### src/rtl/blackparrot_fpga_host_pkg.sv
// Shared types for the BlackParrot FPGA host AXI-Lite read arbiter.
package blackparrot_fpga_host_pkg;

    typedef enum logic [1:0] {
        e_idle = 2'd0,
        e_addr = 2'd1,
        e_resp = 2'd2
    } bp_fpga_host_rd_arb_state_e;

    // Owner/tag index width: a single master still needs one bit to name it.
    function automatic int owner_width(input int n);
        if (n > 1) begin
            return $clog2(n);
        end else begin
            return 1;
        end
    endfunction

endpackage

### src/rtl/bsg_arb_round_robin.sv
// Round-robin requester picker; the pointer moves past the winner only once
// the whole transaction it started has finished (advance_i).
module bsg_arb_round_robin
    import blackparrot_fpga_host_pkg::*;
#(
    parameter int WIDTH_P = 2,
    parameter int TAG_W   = owner_width(WIDTH_P)
) (
    input  logic               clk_i,
    input  logic               reset_n_i,
    input  logic               grants_en_i,
    input  logic [WIDTH_P-1:0] reqs_i,
    output logic [WIDTH_P-1:0] grants_o,
    output logic [TAG_W-1:0]   tag_o,
    output logic               v_o,
    input  logic               yumi_i,
    input  logic               advance_i
);

    logic [TAG_W-1:0] ptr_r;
    logic [TAG_W-1:0] next_ptr_r;
    logic [TAG_W-1:0] tag_s;
    logic             found_s;

    function automatic logic [TAG_W-1:0] wrap_inc(input logic [TAG_W-1:0] t);
        if (WIDTH_P == 1) begin
            return '0;
        end else if (t == TAG_W'(WIDTH_P - 1)) begin
            return '0;
        end else begin
            return t + TAG_W'(1);
        end
    endfunction

    // Pointer register; the successor of the winner is parked until advance.
    always_ff @(posedge clk_i) begin
        if (!reset_n_i) begin
            ptr_r      <= '0;
            next_ptr_r <= '0;
        end else begin
            if (yumi_i) begin
                next_ptr_r <= wrap_inc(tag_s);
            end
            if (advance_i) begin
                ptr_r <= next_ptr_r;
            end
        end
    end

    // First requester at or after the pointer, wrapping from N-1 to 0.
    always_comb begin : pick
        int idx;
        tag_s   = '0;
        found_s = 1'b0;
        idx     = 0;
        for (int i = 0; i < WIDTH_P; i++) begin
            idx = int'(ptr_r) + i;
            if (idx >= WIDTH_P) begin
                idx = idx - WIDTH_P;
            end else begin
                idx = idx;
            end
            if (!found_s && reqs_i[idx]) begin
                found_s = 1'b1;
                tag_s   = TAG_W'(idx);
            end else begin
                found_s = found_s;
            end
        end
    end

    // One-hot grant, only while enabled.
    always_comb begin
        grants_o = '0;
        for (int i = 0; i < WIDTH_P; i++) begin
            grants_o[i] = grants_en_i & found_s & (tag_s == TAG_W'(i));
        end
    end

    assign tag_o = tag_s;
    assign v_o   = grants_en_i & found_s;

endmodule

### src/rtl/blackparrot_fpga_host_axil_read_arbiter.sv
// Shares one AXI-Lite read slave among NUM_MASTERS_P read masters with
// round-robin arbitration and a single outstanding read.
module blackparrot_fpga_host_axil_read_arbiter
    import blackparrot_fpga_host_pkg::*;
#(
    parameter int NUM_MASTERS_P     = 2,
    parameter int S_AXIL_ADDR_WIDTH = 64,
    parameter int S_AXIL_DATA_WIDTH = 32
) (
    input  logic                                                s_axil_aclk,
    input  logic                                                s_axil_aresetn,
    input  logic [NUM_MASTERS_P-1:0][S_AXIL_ADDR_WIDTH-1:0]     s_axil_araddr,
    input  logic [NUM_MASTERS_P-1:0]                            s_axil_arvalid,
    output logic [NUM_MASTERS_P-1:0]                            s_axil_arready,
    input  logic [NUM_MASTERS_P-1:0][2:0]                       s_axil_arprot,
    output logic [NUM_MASTERS_P-1:0][S_AXIL_DATA_WIDTH-1:0]     s_axil_rdata,
    output logic [NUM_MASTERS_P-1:0]                            s_axil_rvalid,
    input  logic [NUM_MASTERS_P-1:0]                            s_axil_rready,
    output logic [NUM_MASTERS_P-1:0][1:0]                       s_axil_rresp,
    output logic [S_AXIL_ADDR_WIDTH-1:0]                        m_axil_araddr,
    output logic                                                m_axil_arvalid,
    input  logic                                                m_axil_arready,
    output logic [2:0]                                          m_axil_arprot,
    input  logic [S_AXIL_DATA_WIDTH-1:0]                        m_axil_rdata,
    input  logic                                                m_axil_rvalid,
    output logic                                                m_axil_rready,
    input  logic [1:0]                                          m_axil_rresp
);

    localparam int OWNER_W = owner_width(NUM_MASTERS_P);

    bp_fpga_host_rd_arb_state_e state_r, state_s;
    logic [S_AXIL_ADDR_WIDTH-1:0] araddr_r;
    logic [2:0]                   arprot_r;
    logic [OWNER_W-1:0]           owner_r;

    logic [NUM_MASTERS_P-1:0] grants_s;
    logic [OWNER_W-1:0]       grant_tag_s;
    logic                     grant_v_s;
    logic                     arb_en_s;
    logic                     r_hs_s;

    assign arb_en_s = (state_r == e_idle) & s_axil_aresetn;
    assign r_hs_s   = (state_r == e_resp) & m_axil_rvalid & m_axil_rready;

    bsg_arb_round_robin #(
        .WIDTH_P (NUM_MASTERS_P),
        .TAG_W   (OWNER_W)
    ) u_arb (
        .clk_i       (s_axil_aclk),
        .reset_n_i   (s_axil_aresetn),
        .grants_en_i (arb_en_s),
        .reqs_i      (s_axil_arvalid),
        .grants_o    (grants_s),
        .tag_o       (grant_tag_s),
        .v_o         (grant_v_s),
        .yumi_i      (grant_v_s),
        .advance_i   (r_hs_s)
    );

    // State and captured request (address, prot, owner).
    always_ff @(posedge s_axil_aclk) begin
        if (!s_axil_aresetn) begin
            state_r  <= e_idle;
            araddr_r <= '0;
            arprot_r <= 3'b000;
            owner_r  <= '0;
        end else begin
            state_r <= state_s;
            if (grant_v_s) begin
                araddr_r <= s_axil_araddr[grant_tag_s];
                arprot_r <= s_axil_arprot[grant_tag_s];
                owner_r  <= grant_tag_s;
            end
        end
    end

    // Next state and handshake steering; everything quiet while in reset.
    always_comb begin
        state_s        = state_r;
        s_axil_arready = '0;
        s_axil_rvalid  = '0;
        m_axil_arvalid = 1'b0;
        m_axil_rready  = 1'b0;
        if (s_axil_aresetn) begin
            case (state_r)
                e_idle: begin
                    s_axil_arready = grants_s & s_axil_arvalid;
                    if (grant_v_s) begin
                        state_s = e_addr;
                    end else begin
                        state_s = e_idle;
                    end
                end
                e_addr: begin
                    m_axil_arvalid = 1'b1;
                    if (m_axil_arready) begin
                        state_s = e_resp;
                    end else begin
                        state_s = e_addr;
                    end
                end
                e_resp: begin
                    s_axil_rvalid[owner_r] = m_axil_rvalid;
                    m_axil_rready          = s_axil_rready[owner_r];
                    if (m_axil_rvalid && s_axil_rready[owner_r]) begin
                        state_s = e_idle;
                    end else begin
                        state_s = e_resp;
                    end
                end
                default: begin
                    state_s = e_idle;
                end
            endcase
        end else begin
            state_s = e_idle;
        end
    end

    assign m_axil_araddr = araddr_r;
    assign m_axil_arprot = arprot_r;

    // Data and response fan out to everyone; only the owner's rvalid qualifies them.
    for (genvar g = 0; g < NUM_MASTERS_P; g++) begin : g_bcast
        assign s_axil_rdata[g] = m_axil_rdata;
        assign s_axil_rresp[g] = m_axil_rresp;
    end

endmodule

### config.mk
export PLATFORM = sky130hd
export DESIGN_NAME = blackparrot_fpga_host_axil_read_arbiter
export DESIGN_NICKNAME = d
export VERILOG_FILES = /design/src/rtl/blackparrot_fpga_host_pkg.sv /design/src/rtl/bsg_arb_round_robin.sv /design/src/rtl/blackparrot_fpga_host_axil_read_arbiter.sv
export SDC_FILE = /design/constraint.sdc
export NUM_CORES = 1
export LEC_CHECK = 0
export ABC_CLOCK_PERIOD_IN_PS = 7400
export CORE_AREA = 3 3 123 125
export DETAILED_ROUTE_END_ITERATION = 6
export DIE_AREA = 0 0 126 128
export PLACE_DENSITY = 0.73
export SLEW_MARGIN = 40
export SYNTH_ARGS = -nofsm -noshare
export SYNTH_HDL_FRONTEND = slang
export SYNTH_SLANG_ARGS = --single-unit
### constraint.sdc
create_clock -name s_axil_aclk -period 7.4 [get_ports s_axil_aclk]
set_input_delay 2.22 -clock s_axil_aclk [delete_from_list [all_inputs] [get_ports s_axil_aclk]]
set_output_delay 2.22 -clock s_axil_aclk [all_outputs]
set_load 0.02 [all_outputs]
==> flow_metrics.py <==
metrics = {
    "power": {
        "pwr_density_cell_mw_per_mm2": 211,
        "total_leakage_power_nw": 2.08,
        "vdd_drop_max_uv": 94.8,
    },
    "placed_design": {
        "place_worst_setup_slack_ns": 0.822,
        "placedCellCount": 703,
        "numPortBuffers": 214,
        "place_hpwl_um": 8760,
        "finalWeightedCongestion": 0.931,
    },
    "worst_setup_path": {
        "crit_type": "in -> out",
        "endpoint": "s_axil_arready[1]",
        "ff2ff_setup_slack_ns": 5.19,
        "cp-startpoint": "s_axil_aresetn",
        "r2r-start": "state_r[0]",
        "critPathRequiredTime_ns": 5.18,
        "worstPathArrival_ns": 4.34,
        "startpoint_type": "primary input",
        "r2r-end": "m_axil_araddr[18]",
        "endpoint_kind": "output pin",
        "length_in_cells_of_the_worst_reg_to_reg_path": 4,
        "crit_path_max_fanout": 9,
    },
    "timing": {
        "maxClockFrequency_mhz": 152,
        "fin_setup_tns_ns": 0,
        "timing.max_slew.rel_slack": 0.477,
        "tightest_slew_ns": 0.785,
        "setup_slack_ns": 0.836,
        "min_period_over_period": 0.887,
        "timing.clock.skew_ns": 0.00686,
        "unrepaired_setup_endpoints_after_global_routing": "false",
        "setup_viol_count_final": 0,
        "drv_slew": 0,
        "period_needed_ns": 6.56,
        "finalHoldViolCount": 0,
        "worst_hold_slack_ns": 0.462,
    },
    "yosys": {
        "synth_cells": 409,
        "postSynth.asyncResetShare": 0,
        "syn-cell-area_sq_mm": 0.00358,
        "netlist-cell-type-count": 25,
        "synth_commonest_cells": "72 x dfxtp_1, 70 x nand2_1, 69 x buf_4",
        "yosys.cell_count.top_type": "dfxtp_1",
        "synth.area.top_cells": "dfxtp_1 40%, a221o_1 19%, buf_4 14%",
        "synth_edf_count": 0,
        "synth_fp_nets": 585,
        "netlist.area_leader.share": 0.403,
        "synth_seq_area_share": 0.403,
        "yosys.area.top_type": "dfxtp_1",
        "synth_area_per_cell_sq_um": 8.75,
        "ys_seq_elements": 72,
        "yosysWarnings": 0,
        "synth-main-ff-cell": "dfxtp_1",
    },
    "cts": {
        "htree_num_levels": 3,
        "worstSkewPairLatency_ns": 0.33,
        "post_cts_hold_buffer_count": 0,
        "clk_transition_reported_paths_ns": 0.06,
        "cts_post_setup_buffers_inserted": 0,
        "cell_chosen_for_the_clock_root": "clkbuf_16",
        "clock_tree.buffer_depth": 2,
        "tritoncts": "built",
        "postCtsResizedCells": 0,
        "tritoncts_num_sinks": 72,
        "numCtsBuffers": 9,
    },
    "routing": {
        "number_of_detailed_route_iterations_in_the_first_pass": 5,
        "antenna_nets_post_route": 0,
        "drc": 0,
        "drt_first_iter_violations": 206,
        "drt-total-wl_um": 12300,
        "routed_vias": 3654,
        "detail_route.wl_per_cell_um": 17.1,
        "via_per_inst": 5.08,
    },
    "die": {
        "die_area_sq_mm": 0.0161,
        "chipHeight_um": 128,
        "start_util": 0.256,
        "core-area_sq_mm": 0.0140,
        "die_w_um": 126,
        "ios": 317,
        "core.rowCount": 43,
    },
    "cells_and_area": {
        "inserted_diodes": 0,
        "fillCellCount": 1373,
        "finish.cell_count_without_fillers": 719,
        "layout_cell_share_with_drive_strength_beyond_1": 0.0519,
        "finalNetCount": 710,
        "area_growth_syn_to_layout_pct": 57.5,
    },
    "grt": {
        "largest_net_degree_at_the_start_of_global_routing": 69,
        "grt_overflow": 0,
        "grt_pass1_vias": 3727,
        "grt_pass1_wl_um": 19100,
        "number_of_antenna_violations_at_the_first_check_in_global_routing": 0,
        "grt_use_total": 0.147,
    },
    "flow_run": {
        "maxCapViolCount": 0,
    },
    "run_status": {
        "run_status": "finished clean",
    },
    "hold_path": {
        "min-delay-path-class": "reg -> reg",
    },
}
[layer usage]
metal,GRT usage,routed length (um),share of wire
met1,0.176,5010,0.41
met4,0.0789,421,0.034
met3,0.0383,1110,0.090
met2,0.240,5790,0.47
met5,0,0,0
[power breakdown]
part           leakage (nW)  internal (mW)  switching [mW]  total, mW
logic                  1.34          0.165           0.137      0.302
registers             0.593          0.425          0.0227      0.448
clock network         0.145          0.270           0.168      0.438
total                  2.08          0.860           0.328       1.19
[worst min path at each step]
stage / start / cells after the start / end / slack (ns)
floorplan: u_arb.next_ptr_r / 2 / u_arb.ptr_r / 0.43
global placement: u_arb.next_ptr_r / 2 / u_arb.ptr_r / 0.45
detailed placement: u_arb.next_ptr_r / 2 / u_arb.ptr_r / 0.45
CTS: u_arb.next_ptr_r / 2 / u_arb.ptr_r / 0.46
global route: u_arb.next_ptr_r / 2 / u_arb.ptr_r / 0.49
finish: u_arb.next_ptr_r / 2 / u_arb.ptr_r / 0.46
[stage by stage]
stage,power [mW],area (sq um),utilization
CTS,1.21,5640,0.403
finish,1.19,5640,0.403
global placement,0.752,5330,0.381
global route,1.25,5640,0.403
floorplan,0.638,3580,-
detailed placement,0.758,5340,0.382
[logic make-up after synthesis]
group,count (synthesis),synth area share
compound gates,75,0.207
buf+inv,109,0.192
flops,72,0.403
mux,2,0.00559
simple gates,151,0.193
[placed cells by master, fill, tap and decap left out]
cell type and count:
clkbuf_8 1, buf_8 1, clkinv_4 1, buf_4 6, clkbuf_16 9, clkinv_2 2, inv_1 2, a21boi_0 2
nor3_1 67, nand4b_1 1, a221o_1 67, nor3b_1 3, a21oi_4 1, bufinv_16 1, or3b_2 1, clkbuf_1 1
and4_1 1, o21a_1 2, nor2b_1 2, clkinvlp_4 1, buf_2 1, nand2_1 70, mux2i_1 2, a2111oi_0 1
clkdlybuf4s50_1 213, dfxtp_1 72, or2_2 1, nand3b_1 1, a211oi_4 1, nor2_1 3, nor2b_4 1, o21ai_0 1
[state kept, by name, summed over array words and instances, names as in the netlist]
| name | count |
|---|---|
| u_arb.next_ptr_r | 1 |
| state_r | 2 |
| u_arb.ptr_r | 1 |
| m_axil_araddr | 64 |
| m_axil_arprot | 3 |
| owner_r | 1 |
[worst max-delay path, cell delays in order]
cell and delay (ns):
clkdlybuf4s50_1 0.63, or3b_2 0.55, nor3b_1 0.28, clkdlybuf4s50_1 0.66
[final cells by class]
| class | count | area (sq um) | share of cell area |
|---|---|---|---|
| repair buffers | 221 | 2200 | 0.390 |
| multi-input cells | 228 | 1470 | 0.260 |
| flip-flops and latches | 72 | 1440 | 0.256 |
| clock buffers | 11 | 243 | 0.0430 |
| well taps | 180 | 225 | 0.0399 |
| clock inverters | 5 | 56.3 | 0.00998 |
| inverters | 2 | 7.51 | 0.00133 |
No activity file was read; power rests on OpenSTA's default activity.
